**src/rtl/dac_pkg.sv**
```systemverilog
// Shared types and constants for the DAC frame scheduler.
// State encoding, "no channel" index and default midscale word.
package dac_pkg;

    typedef enum logic [1:0] {
        IDLE  = 2'd0,
        ARB   = 2'd1,
        START = 2'd2,
        WAIT  = 2'd3
    } state_e;

    localparam int          CH_W         = 3;
    localparam logic [2:0]  NO_CH        = 3'd7;
    localparam logic [15:0] MIDSCALE_DEF = 16'h8000;

endpackage

```
**src/rtl/dac_frame_scheduler_rr_arbiter.sv**
```systemverilog
// Round-robin search: first set mask bit strictly after ptr_i, wrapping.
// Ports: mask_i, ptr_i in; grant_o (index), found_o out. Combinational.
module rr_arbiter
    import dac_pkg::*;
#(
    parameter int NUM_CH = 4
) (
    input  logic [NUM_CH-1:0] mask_i,
    input  logic [CH_W-1:0]   ptr_i,
    output logic [CH_W-1:0]   grant_o,
    output logic              found_o
);

    logic [CH_W-1:0]   idx;
    logic [NUM_CH-1:0] sh;

    // k runs 1..NUM_CH so the current pointer is checked last.
    always_comb begin
        grant_o = '0;
        found_o = 1'b0;
        idx     = '0;
        sh      = '0;
        for (int k = 1; k <= NUM_CH; k++) begin
            idx = CH_W'((int'(ptr_i) + k) % NUM_CH);
            sh  = mask_i >> idx;
            if (!found_o && sh[0]) begin
                found_o = 1'b1;
                grant_o = idx;
            end
        end
    end

endmodule

```
**src/rtl/dac_frame_scheduler.sv**
```systemverilog
// Shares one SPI DAC serializer between NUM_CH sources, one grant per tick.
// Ports: clock/reset_n; ch_en/ch_data/ch_valid/ch_ack to sources;
// ser_data/ser_start/ser_busy to serializer; disp_data/disp_ch,
// underrun/overrun status pulses.
module dac_frame_scheduler
    import dac_pkg::*;
#(
    parameter int                NUM_CH   = 4,
    parameter int                DATA_W   = 16,
    parameter int                RATE_DIV = 2500,
    parameter logic [DATA_W-1:0] MIDSCALE = DATA_W'(MIDSCALE_DEF)
) (
    input  logic                     clock,
    input  logic                     reset_n,
    input  logic [NUM_CH-1:0]        ch_en,
    input  logic [NUM_CH*DATA_W-1:0] ch_data,
    input  logic [NUM_CH-1:0]        ch_valid,
    output logic [NUM_CH-1:0]        ch_ack,
    output logic [DATA_W-1:0]        ser_data,
    output logic                     ser_start,
    input  logic                     ser_busy,
    output logic [DATA_W-1:0]        disp_data,
    output logic [2:0]               disp_ch,
    output logic                     underrun,
    output logic                     overrun
);

    localparam int CNT_W = $clog2(RATE_DIV);

    logic [NUM_CH-1:0]        en_s1_q, en_s2_q;
    logic [CNT_W-1:0]         cnt_q, cnt_d;
    logic                     tick_q, tick_d;
    state_e                   state_q, state_d;
    logic [CH_W-1:0]          ptr_q, ptr_d;
    logic [DATA_W-1:0]        word_q, word_d;
    logic [2:0]               chan_q, chan_d;
    logic [NUM_CH*DATA_W-1:0] hold_q, hold_d;
    logic                     first_q, first_d;

    logic [CH_W-1:0]          grant;
    logic                     found;
    logic [NUM_CH-1:0]        vsh;
    logic [DATA_W-1:0]        sel_data, sel_hold;

    rr_arbiter #(.NUM_CH(NUM_CH)) u_arb (
        .mask_i (en_s2_q),
        .ptr_i  (ptr_q),
        .grant_o(grant),
        .found_o(found)
    );

    assign vsh       = ch_valid >> grant;
    assign sel_data  = ch_data[int'(grant)*DATA_W +: DATA_W];
    assign sel_hold  = hold_q[int'(grant)*DATA_W +: DATA_W];
    assign ser_data  = word_q;
    assign disp_data = word_q;
    assign disp_ch   = chan_q;

    always_comb begin
        cnt_d  = (cnt_q == CNT_W'(RATE_DIV - 1)) ? '0 : cnt_q + 1'b1;
        tick_d = (cnt_q == CNT_W'(RATE_DIV - 1));
    end

    always_comb begin
        state_d   = state_q;
        ptr_d     = ptr_q;
        word_d    = word_q;
        chan_d    = chan_q;
        hold_d    = hold_q;
        first_d   = first_q;
        ch_ack    = '0;
        underrun  = 1'b0;
        ser_start = 1'b0;
        // Ticks are never queued; one arriving mid-frame is just flagged.
        overrun   = tick_q && (state_q != IDLE);
        unique case (state_q)
            IDLE: begin
                if (tick_q) state_d = ARB;
            end
            ARB: begin
                state_d = START;
                if (!found) begin
                    word_d = MIDSCALE;
                    chan_d = NO_CH;
                end else if (vsh[0]) begin
                    word_d = sel_data;
                    chan_d = 3'(grant);
                    ptr_d  = grant;
                    ch_ack = NUM_CH'(1) << grant;
                    hold_d[int'(grant)*DATA_W +: DATA_W] = sel_data;
                end else begin
                    // Stale source: repeat its last word.
                    word_d   = sel_hold;
                    chan_d   = 3'(grant);
                    ptr_d    = grant;
                    underrun = 1'b1;
                end
            end
            START: begin
                ser_start = 1'b1;
                first_d   = 1'b1;
                state_d   = WAIT;
            end
            WAIT: begin
                // Busy only rises a cycle after start; skip that cycle.
                first_d = 1'b0;
                if (!first_q && !ser_busy) state_d = IDLE;
            end
            default: state_d = IDLE;
        endcase
    end

    always_ff @(posedge clock or negedge reset_n) begin
        if (!reset_n) begin
            en_s1_q <= '0;
            en_s2_q <= '0;
            cnt_q   <= '0;
            tick_q  <= 1'b0;
            state_q <= IDLE;
            ptr_q   <= CH_W'(NUM_CH - 1);
            word_q  <= MIDSCALE;
            chan_q  <= NO_CH;
            hold_q  <= {NUM_CH{MIDSCALE}};
            first_q <= 1'b0;
        end else begin
            en_s1_q <= ch_en;
            en_s2_q <= en_s1_q;
            cnt_q   <= cnt_d;
            tick_q  <= tick_d;
            state_q <= state_d;
            ptr_q   <= ptr_d;
            word_q  <= word_d;
            chan_q  <= chan_d;
            hold_q  <= hold_d;
            first_q <= first_d;
        end
    end

endmodule

```
**config.mk**
```make
export PLATFORM = sky130hd
export DESIGN_NAME = dac_frame_scheduler
export DESIGN_NICKNAME = d
export VERILOG_FILES = /design/src/rtl/dac_pkg.sv /design/src/rtl/dac_frame_scheduler_rr_arbiter.sv /design/src/rtl/dac_frame_scheduler.sv
export SDC_FILE = /design/constraint.sdc
export NUM_CORES = 1
export LEC_CHECK = 0
export CORE_ASPECT_RATIO = 0.7
export CORE_MARGIN = 2
export CORE_UTILIZATION = 30
export CTS_BUF_LIST = sky130_fd_sc_hd__clkbuf_8
export CTS_CLUSTER_SIZE = 16
export DETAILED_ROUTE_END_ITERATION = 6
export PLACE_DENSITY = 0.62
export SYNTH_ARGS = -nofsm -noshare
export SYNTH_HDL_FRONTEND = slang
export SYNTH_HIERARCHICAL = 1
export SYNTH_SLANG_ARGS = --single-unit
```
**constraint.sdc**
```tcl
create_clock -name clock -period 5.4 [get_ports clock]
set_input_delay 1.35 -clock clock [delete_from_list [all_inputs] [get_ports clock]]
set_output_delay 1.35 -clock clock [all_outputs]
set_load 0.01 [all_outputs]
```
-- After elaboration in Yosys (flattened, before gate mapping)
Cells that the tools add are included.
- reduce and logical (&&, ||, !) cells: 20
- mux-type cells: 24
- shift operators: 10
- add/subtract/negate cells: 6
- eq/ne operators: 6
- bitwise gates (word level): 4
- operators with widths (cell ; count):
    variable part select 64 x 8 -> 16 bit ; 2
    bitwise mux 64 bit ; 1
    variable shift 16 x 33 -> 64 bit (first input constant) ; 1
    variable part select 16 x 33 -> 64 bit ; 1
    negation 7 -> 33 bit ; 1
    2-to-1 mux 16 bit ; 2
    right shift 4 x 3 -> 1 bit ; 5
    2-to-1 mux 3 bit ; 5
    adder 12 x 1 -> 12 bit (second input constant) ; 1
    == test 12 bit (second input constant) ; 1
    2-to-1 mux 12 bit ; 1
    2-to-1 mux 4 bit ; 3
    2-to-1 mux 1 bit ; 8
    one-hot mux 2 bit (4 select lines) ; 1
    OR reduction 2 bit ; 4
    logical AND 1 bit ; 5
    logical NOT 1 bit ; 5
    adder 2 x 1 -> 2 bit (second input constant) ; 2
    adder 2 bit (second input constant) ; 2
    AND 1 bit (first input constant) ; 4
    == test 2 bit (second input constant) ; 2
    2-to-1 mux 2 bit ; 2
    inequality test 2 bit (second input constant) ; 2
    AND reduction 2 bit ; 2
    6 further kinds ; 7
- output and inout bits: 42
- logic and storage cells: 80
- bits in registers: 109
- input port bits: 75

-- Logic depth before layout (Yosys ltp)
Gate-level depths: netlist of run 1.
- word-level depth: 18
- mapped depth: 13
- mapped depth without buffers: 10

-- Hierarchy
The synthesis of run 1 kept the hierarchy.
- modules (own cells, without submodules) (module ; seq. area each (um^2) ; cells each ; times used ; area each (um^2)):
    dac_frame_scheduler ; 2765.2 ; 477 ; 1 ; 5584.1
    rr_arbiter ; 0.0 ; 16 ; 1 ; 102.6

-- Least setup slack after synthesis of run 1
Ideal clock, no wire load.
- kind: input-to-output
- start: in ch_valid[3]
- end: out underrun
- buffers on the path: 2
- required time: 4.050 ns
- setup slack: 1.662 ns
- stages on the path: 4
- data arrival time: 2.388 ns
- cell sequence: mux4_2 > buf_4 > buf_2 > a21oi_1
- word-level cells in the longest chain between the ends: 4
- RTL lines (what ; line ; text):
    start: declaration ; dac_frame_scheduler.sv:17 ; input logic [NUM_CH-1:0] ch_valid,
    right shift 4 x 3 -> 1 bit ; dac_frame_scheduler.sv:52 ; assign vsh = ch_valid >> grant;
    2-to-1 mux 1 bit ; dac_frame_scheduler.sv:85 ; end else if (vsh[0]) begin
    2-to-1 mux 1 bit ; dac_frame_scheduler.sv:82 ; if (!found) begin
    2-to-1 mux 1 bit ; dac_frame_scheduler.sv:76 ; unique case (state_q)
    end: declaration ; dac_frame_scheduler.sv:24 ; output logic underrun,
No other way between the ends.

-- Worst setup path in the final report of run 1
- start: in ch_valid[2]
- end: out underrun
Same word-level chain as after synthesis.

==> results.py, run 1 <==
metrics = {
    "final_layout": {
        "final_cell_mix": "clkdlybuf4s50_1, dfrtp_1, nand2_1",
        "diodes": 0,
        "layout.nets": 665,
        "drive_gt1_share_pct": 15.9,
        "final_common_cell": "clkdlybuf4s50_1",
        "fin_area_um2": 7110,
        "syn2layout_area_growth_pct": 25.8,
        "fill_cells": 1743,
    },
    "setup_path": {
        "crit_buf_inv": 2,
        "cp_slowest_cell": "mux4_2",
        "critPathMaxFanout": 17,
        "worstPathArrival_ns": 3.31,
        "crit_path_cell_trace": "clkdlybuf4s50_1 -> mux4_2 -> a21oi_1 -> clkdlybuf4s50_1",
        "cp-start-kind": "primary input",
        "cp_data_required_time_ns": 4.05,
        "slowest_delay_ns": 0.72,
        "path_common_cell": "clkdlybuf4s50_1",
        "end_kind": "output pin",
        "crit_family": "buffers and inverters",
        "path_class": "primary input to output pin",
    },
    "die": {
        "core_um2": 18300,
        "die_x_um": 168,
        "die_h_um": 119,
        "ios": 117,
        "die-area_um2": 20000,
        "initial_core_util_pct": 31.0,
        "num_rows": 41,
    },
    "timing": {
        "max_slew_margin_pct": 38.7,
        "hold_viol": 0,
        "min_period_ns": 4.66,
        "setup_viol": 0,
        "skew_ns": 0.0225,
        "slew_viol_final": 0,
        "grt_setup_unrepaired": "false",
        "holdWs_ns": 0.363,
        "tns_ns": 0,
        "worst_slew_pin_slew_ns": 0.920,
        "fin_ws_ns": 0.740,
        "post-route-period-util_pct": 86.3,
        "fmax_mhz": 215,
    },
    "run": {
        "cap_violations": 0,
    },
    "synth": {
        "syn_nets": 576,
        "syn_area_um2": 5650,
        "syn_area_per_cell_um2": 11.5,
        "synth_cells": 490,
        "ys_warn_count": 6,
    },
    "power": {
        "finalPower_uw": 2980,
        "pwr_density_cell_nw_per_um2": 419,
        "p_leak_uw": 0.00316,
        "vdd_ir_drop_max_uv": 155,
    },
    "cts": {
        "clk_pin_slew_ns": 0.10,
        "holdBufCountCts": 0,
        "numCtsBuffers": 9,
        "cts_tree": "built",
        "cts_max_path_buffers": 2,
        "clk_latency_ns": 0.38,
        "post_cts_resized": 0,
        "clock-root-buffer": "clkbuf_8",
        "cts_setup_buffers": 0,
        "htreeDepth": 3,
        "clock-sinks": 109,
    },
    "routing": {
        "viasPerCell": 4.92,
        "route.final.wire_length_um": 13800,
        "vias": 4035,
        "first_pass_iters": 4,
        "ant_nets": 0,
        "drc": 0,
        "drt_iter0_drc": 177,
        "avgRoutedWirePerCell_um": 16.8,
    },
    "grt": {
        "grt_pass1_vias": 4212,
        "track_usage_pct": 14.5,
        "globalRouteOverflowTotal": 0,
        "grt_max_degree": 74,
        "grt_pass1_wl_um": 22700,
        "antenna_found_initial": 0,
    },
    "placement": {
        "dpl_worst_slack_ns": 0.734,
        "gp_congestion": 0.747,
        "io_buffers": 116,
        "placed_cell_area_um2": 6900,
        "hpwl_um": 9700,
    },
    "run_status": {
        "outcome": "completed",
    },
    "min_path": {
        "min_path_type": "flip-flop to flip-flop",
    },
}
## cell type report
type	instances	area (um2)	share of cell area, %
Clock buffer	9	124	1.74
Tap cell	236	295	4.15
Sequential cell	109	2740	38.5
Clock inverter	7	83.8	1.18
Timing Repair Buffer	124	1220	17.1
Inverter	22	82.6	1.16
Multi-Input combinational cell	313	2570	36.1
## flip-flops by register name, summed over array words and instances, names as in the netlist
name	count
tick_q	1
ptr_q	2
en_s2_q	4
en_s1_q	4
cnt_q	12
disp_ch	3
disp_data	16
state_q	2
hold_q	64
first_q	1
## per-stage QoR
stage / std cells / utilization, %
floorplan: 490 / -
global placement: 804 / 37.8
detailed placement: 804 / 37.8
CTS: 820 / 38.9
global route: 820 / 38.9
finish: 820 / 38.9
## metal layers
metal / part of all wire, % / vias to the layer above / track usage [%]
li1: - / 1883 / -
met1: 47 / 2050 / 20.1
met2: 49 / 98 / 23.7
met3: 4.2 / 4 / 2.92
met4: 0.52 / 0 / 2.91
met5: 0 / - / 0
## power breakdown
| part | switching, uW | internal (uW) |
|---|---|---|
| Sequential | 126 | 1020 |
| Combinational | 669 | 652 |
| Clock | 291 | 222 |
## worst register-to-register path: cells and delay by family, from the launching register on
kind	cells	cell delay [ns]
compound gates	3	0.64
fa+ha+maj	2	0.57
buf+inv	2	0.75
flops	1	0.60
simple gates	3	0.88
## final timing paths
| check | start | to | slack, ns | cells past startpoint |
|---|---|---|---|---|
| hold reg to reg | en_s1_q[3]$_DFF_PN0_ | en_s2_q[3]$_DFF_PN0_ | 0.36 | 0 |
| max in group asynchronous | reset_n | hold_q[15]$_DFFE_PN1P_ | 3.24 | 2 |
| min in group asynchronous | reset_n | cnt_q[3]$_DFF_PN0_ | 1.08 | 1 |
| setup / recovery | ch_valid[2] | underrun | 0.74 | 4 |
| hold / removal | en_s1_q[3]$_DFF_PN0_ | en_s2_q[3]$_DFF_PN0_ | 0.36 | 0 |
| setup reg to reg | ptr_q[1]$_DFFE_PN1P_ | hold_q[24]$_DFFE_PN0P_ | 1.84 | 10 |
No activity file was read; power rests on OpenSTA's default activity.
==> run 2, diff against run 1 <==
ABC_AREA = 1   (was not set)
CORE_MARGIN = 8   (was 2)
PLACE_DENSITY = 0.6   (was 0.62)
==> results.py, run 2 <==
metrics = {
    "setup_path": {
        "reg2reg_depth": 14,
        "critPathMaxFanout": 22,
        "reg2reg_slack_ns": 1.16,
        "cp-start-kind": "flip-flop",
        "worstPathArrival_ns": 3.70,
        "end_kind": "output pin",
        "r2r-start": "ptr_q[0]$_DFFE_PN1P_",
        "reg2reg_to": "hold_q[1]$_DFFE_PN0P_",
        "path_class": "flip-flop to output pin",
        "cp_data_required_time_ns": 4.05,
    },
    "routing": {
        "vias": 6155,
        "first_pass_iters": 6,
        "viasPerCell": 4.67,
        "drc": 0,
        "avgRoutedWirePerCell_um": 15.0,
        "route.final.wire_length_um": 19700,
        "ant_nets": 0,
        "drt_iter0_drc": 571,
    },
    "timing": {
        "skew_ns": 0.0331,
        "hold_viol": 0,
        "holdWs_ns": 0.359,
        "setup_viol": 0,
        "slew_viol_final": 0,
        "fmax_mhz": 198,
        "max_slew_margin_pct": 41.7,
        "grt_setup_unrepaired": "false",
        "post-route-period-util_pct": 93.5,
        "tns_ns": 0,
        "worst_slew_pin_slew_ns": 0.866,
        "min_period_ns": 5.05,
    },
    "grt": {
        "busiest_layer": "met1",
        "use_met2_pct": 20.1,
        "grt_max_degree": 52,
        "grt_use_met1_pct": 22.1,
        "antenna_found_initial": 0,
        "grt_pass1_vias": 5612,
        "globalRouteOverflowTotal": 0,
        "met3_usage_pct": 3.42,
        "grt_pass1_wl_um": 31500,
        "track_usage_pct": 14.6,
    },
    "cts": {
        "numCtsBuffers": 9,
        "holdBufCountCts": 0,
        "clock-sinks": 109,
        "post_cts_resized": 0,
        "cts_tree": "built",
        "htreeDepth": 3,
        "clk_pin_slew_ns": 0.12,
        "cts_setup_buffers": 0,
        "clk_latency_ns": 0.41,
        "clock-root-buffer": "clkbuf_8",
        "cts_max_path_buffers": 2,
    },
    "min_path": {
        "whs_path_depth": 0,
        "min_from": "en_s1_q[3]$_DFF_PN0_",
        "whs_endpoint": "en_s2_q[3]$_DFF_PN0_",
        "min_path_type": "flip-flop to flip-flop",
    },
    "final_layout": {
        "final_common_cell": "nand2_1",
        "layout.nets": 1117,
        "syn2layout_area_growth_pct": 23.0,
        "diodes": 0,
        "largest_reg_flops": 64,
        "top_register": "hold_q",
        "drive_gt1_share_pct": 6.85,
        "final_cell_mix": "nand2_1, nand3_1, clkdlybuf4s50_1",
    },
    "placement": {
        "hpwl_um": 14000,
        "gp_congestion": 0.927,
        "io_buffers": 116,
    },
    "synth": {
        "syn_nets": 1034,
        "syn_area_um2": 6530,
        "syn_area_per_cell_um2": 6.89,
        "ys_warn_count": 6,
        "synth_cells": 948,
    },
    "die": {
        "core_um2": 21500,
        "ios": 117,
        "die_h_um": 139,
        "initial_core_util_pct": 30.4,
        "num_rows": 45,
        "die-area_um2": 26800,
        "die_x_um": 192,
    },
    "run_status": {
        "outcome": "completed",
    },
    "run": {
        "cap_violations": 0,
    },
    "power": {
        "pwr_density_cell_nw_per_um2": 693,
        "p_leak_uw": 0.00415,
        "finalPower_uw": 5570,
        "vdd_ir_drop_max_uv": 428,
    },
}
==> run 2: cell types whose count changed in the layout (fill, tap and decap cells not counted), moves of 20 or more <==
cell / previous run / this run
nand3_1: 6 / 132
nor2_1: 33 / 53
o21ai_0: 36 / 14
inv_1: 22 / 83
mux4_2: 33 / 0
nand2_1: 70 / 418
==> run 2: layout make-up <==
cell class,count,area (um2)
clock buffers,9,124
clock inverters,7,78.8
fillers,2282,13500
inverters,90,338
multi-input cells,689,3130
flip-flops and latches,109,2740
well taps,282,353
repair buffers,132,1280
==> run 2: power by group <==
part | internal [uW] | switching [uW] | total (uW) | leakage, uW
Sequential | 1100 | 168 | 1270 | 0.00136
Combinational | 1190 | 2600 | 3790 | 0.00269
Clock | 184 | 325 | 508 | 0.0000954
Total | 2470 | 3100 | 5570 | 0.00415
==> run 2: stage by stage <==
stage / util (%) / area, um2 / worst slack [ns] / instances
CTS: 37.2 / 8000 / 0.227 / 1313
global placement: 36.3 / 7800 / 0.746 / 1297
finish: 37.4 / 8040 / 0.350 / 1318
floorplan: - / 6530 / 1.30 / 948
detailed placement: 36.3 / 7800 / 0.689 / 1297
global route: 37.4 / 8040 / 0.0647 / 1318
==> run 2: per-layer routing <==
layer	wire [um]	vias up
li1	-	3081
met1	9860	2813
met2	7700	244
met3	1880	17
met4	277	0
met5	0	-
==> run 2: worst max-delay path by stage <==
stage	from	endpoint	slack, ns	cells after the start
after global placement	ch_valid[2]	ch_ack[0]	0.75	8
after CTS	ptr_q[0]$_DFFE_PN1P_	ch_ack[0]	0.23	15
after floorplan	ptr_q[0]$_DFFE_PN1P_	ch_ack[0]	1.30	16
after detailed placement	ptr_q[0]$_DFFE_PN1P_	ch_ack[0]	0.69	15
final	ptr_q[0]$_DFFE_PN1P_	ch_ack[0]	0.35	15
after global routing	ptr_q[0]$_DFFE_PN1P_	ch_ack[0]	0.06	15
==> run 2: worst max-delay path, cell delays in order (launching register included) <==
cell and delay, ns:
dfstp_2 0.67, inv_1 0.17, nand2_1 0.12, nand2_1 0.09
nand2_4 0.09, a21oi_1 0.07, a21oi_1 0.21, nand3_4 0.20
inv_2 0.25, nand2_1 0.11, nand2_1 0.07, nand2_1 0.06
nand2_2 0.15, nand2_4 0.23, nor2_8 0.24, clkdlybuf4s50_1 0.56
==> run 3, diff against run 2 <==
DONT_BUFFER_PORTS = 1   (was not set)
PLACE_DENSITY = 0.54   (was 0.6)
==> results.py, run 3 (synthesis gave the netlist of run 2 again) <==
metrics = {
    "setup_path": {
        "reg2reg_to": "hold_q[21]$_DFFE_PN0P_",
        "cp-start-kind": "flip-flop",
        "cp_data_required_time_ns": 4.05,
        "worstPathArrival_ns": 3.60,
        "reg2reg_depth": 19,
        "path_class": "flip-flop to output pin",
        "end_kind": "output pin",
        "reg2reg_slack_ns": 1.27,
        "cp-startpoint": "ptr_q[0]$_DFFE_PN1P_",
        "critPathCapture": "ch_ack[1]",
        "r2r-start": "ptr_q[0]$_DFFE_PN1P_",
        "critPathMaxFanout": 36,
    },
    "die": {
        "num_rows": 45,
        "core_um2": 21500,
        "initial_core_util_pct": 30.4,
        "ios": 117,
        "die_h_um": 139,
        "die_x_um": 192,
        "die-area_um2": 26800,
    },
    "cts": {
        "holdBufCountCts": 0,
        "numCtsBuffers": 9,
        "htreeDepth": 3,
        "cts_setup_buffers": 0,
        "post_cts_resized": 0,
        "clk_latency_ns": 0.41,
        "clock-root-buffer": "clkbuf_8",
        "cts_tree": "built",
        "clk_pin_slew_ns": 0.11,
        "clock-sinks": 109,
        "cts_max_path_buffers": 2,
    },
    "grt": {
        "antenna_found_initial": 0,
        "grt_max_degree": 110,
        "grt_pass1_vias": 5157,
        "globalRouteOverflowTotal": 0,
        "track_usage_pct": 14.2,
        "grt_pass1_wl_um": 30100,
    },
    "routing": {
        "route.final.wire_length_um": 19400,
        "avgRoutedWirePerCell_um": 16.2,
        "viasPerCell": 4.75,
        "first_pass_iters": 7,
        "drt_iter0_drc": 588,
        "drc": 0,
        "vias": 5688,
        "ant_nets": 0,
    },
    "final_layout": {
        "final_common_cell": "nand2_1",
        "largest_reg_flops": 64,
        "final_cell_mix": "nand2_1, nand3_1, dfrtp_1",
        "final_cells": 1197,
        "syn2layout_area_growth_pct": 4.81,
        "diodes": 0,
        "layout.nets": 996,
        "fill_cells": 2368,
        "drive_gt1_share_pct": 7.10,
        "top_register": "hold_q",
    },
    "timing": {
        "slew_viol_final": 0,
        "skew_ns": 0.0333,
        "worst_slew_pin_slew_ns": 0.972,
        "min_period_ns": 4.95,
        "tns_ns": 0,
        "fmax_mhz": 202,
        "holdWs_ns": 0.366,
        "setup_viol": 0,
        "post-route-period-util_pct": 91.7,
        "grt_setup_unrepaired": "false",
        "max_slew_margin_pct": 34.6,
        "hold_viol": 0,
    },
    "placement": {
        "hpwl_um": 13400,
        "io_buffers": 0,
        "gp_congestion": 0.813,
        "dp_cells": 1181,
    },
    "power": {
        "p_leak_uw": 0.00368,
        "finalPower_uw": 5300,
        "pwr_density_cell_nw_per_um2": 774,
        "vdd_ir_drop_max_uv": 626,
    },
    "min_path": {
        "min_path_type": "flip-flop to flip-flop",
    },
    "run": {
        "cap_violations": 0,
    },
    "run_status": {
        "outcome": "completed",
    },
}
[run 3: worst max-delay path: stages, from the launching register on]
cell and delay (ns):
dfstp_2 0.67, inv_1 0.18, nand2_1 0.11, nand2_1 0.09, nand2_1 0.13, nand2_4 0.08, nor2_8 0.13, nand4_1 0.16
nand3_4 0.34, buf_4 0.35, nand2_1 0.10, nand2_1 0.08, nand2_1 0.05, nand2_2 0.15, nand2_4 0.22, nor2_1 0.21
buf_4 0.15
[run 3: area by class of cell]
cell class | instances | area (um2) | area share [%]
Clock buffer | 9 | 124 | 1.81
Clock inverter | 7 | 85.1 | 1.24
Inverter | 90 | 338 | 4.93
Multi-Input combinational cell | 689 | 3130 | 45.6
Sequential cell | 109 | 2740 | 40.0
Tap cell | 282 | 353 | 5.15
Timing Repair Buffer | 11 | 82.6 | 1.21
[run 3: where the power goes]
| part | total [uW] | switching (uW) | internal, uW |
|---|---|---|---|
| clock network | 524 | 337 | 186 |
| registers | 1340 | 236 | 1100 |
| logic | 3440 | 2500 | 943 |
[run 3: routing by layer]
metal  GRT usage (%)  share of wire (%)  routed length, um  vias up
li1                -                  -                  -     2854
met1            21.3                 49               9410     2589
met2            20.3                 41               8030      225
met3            3.10                9.0               1740       20
met4            3.01               0.97                187        0
met5               0                  0                  0        -
[run 3: how the worst min path moves through the flow]
stage                              start                   end  slack [ns]  cells past startpoint
detailed placement  en_s1_q[2]$_DFF_PN0_  en_s2_q[2]$_DFF_PN0_        0.34                      0
CTS                 en_s1_q[2]$_DFF_PN0_  en_s2_q[2]$_DFF_PN0_        0.37                      0
floorplan           en_s1_q[0]$_DFF_PN0_  en_s2_q[0]$_DFF_PN0_        0.33                      0
global placement    en_s1_q[2]$_DFF_PN0_  en_s2_q[2]$_DFF_PN0_        0.34                      0
finish              en_s1_q[2]$_DFF_PN0_  en_s2_q[2]$_DFF_PN0_        0.37                      0
global route        en_s1_q[2]$_DFF_PN0_  en_s2_q[2]$_DFF_PN0_        0.37                      0
[run 3: metrics by stage]
stage	setup WS, ns	utilization, %	cell area [um2]
global placement	0.951	30.9	6640
detailed placement	0.859	30.9	6640
finish	0.449	31.8	6850
global route	0.154	31.8	6850
floorplan	1.30	-	6530
CTS	0.389	31.8	6850
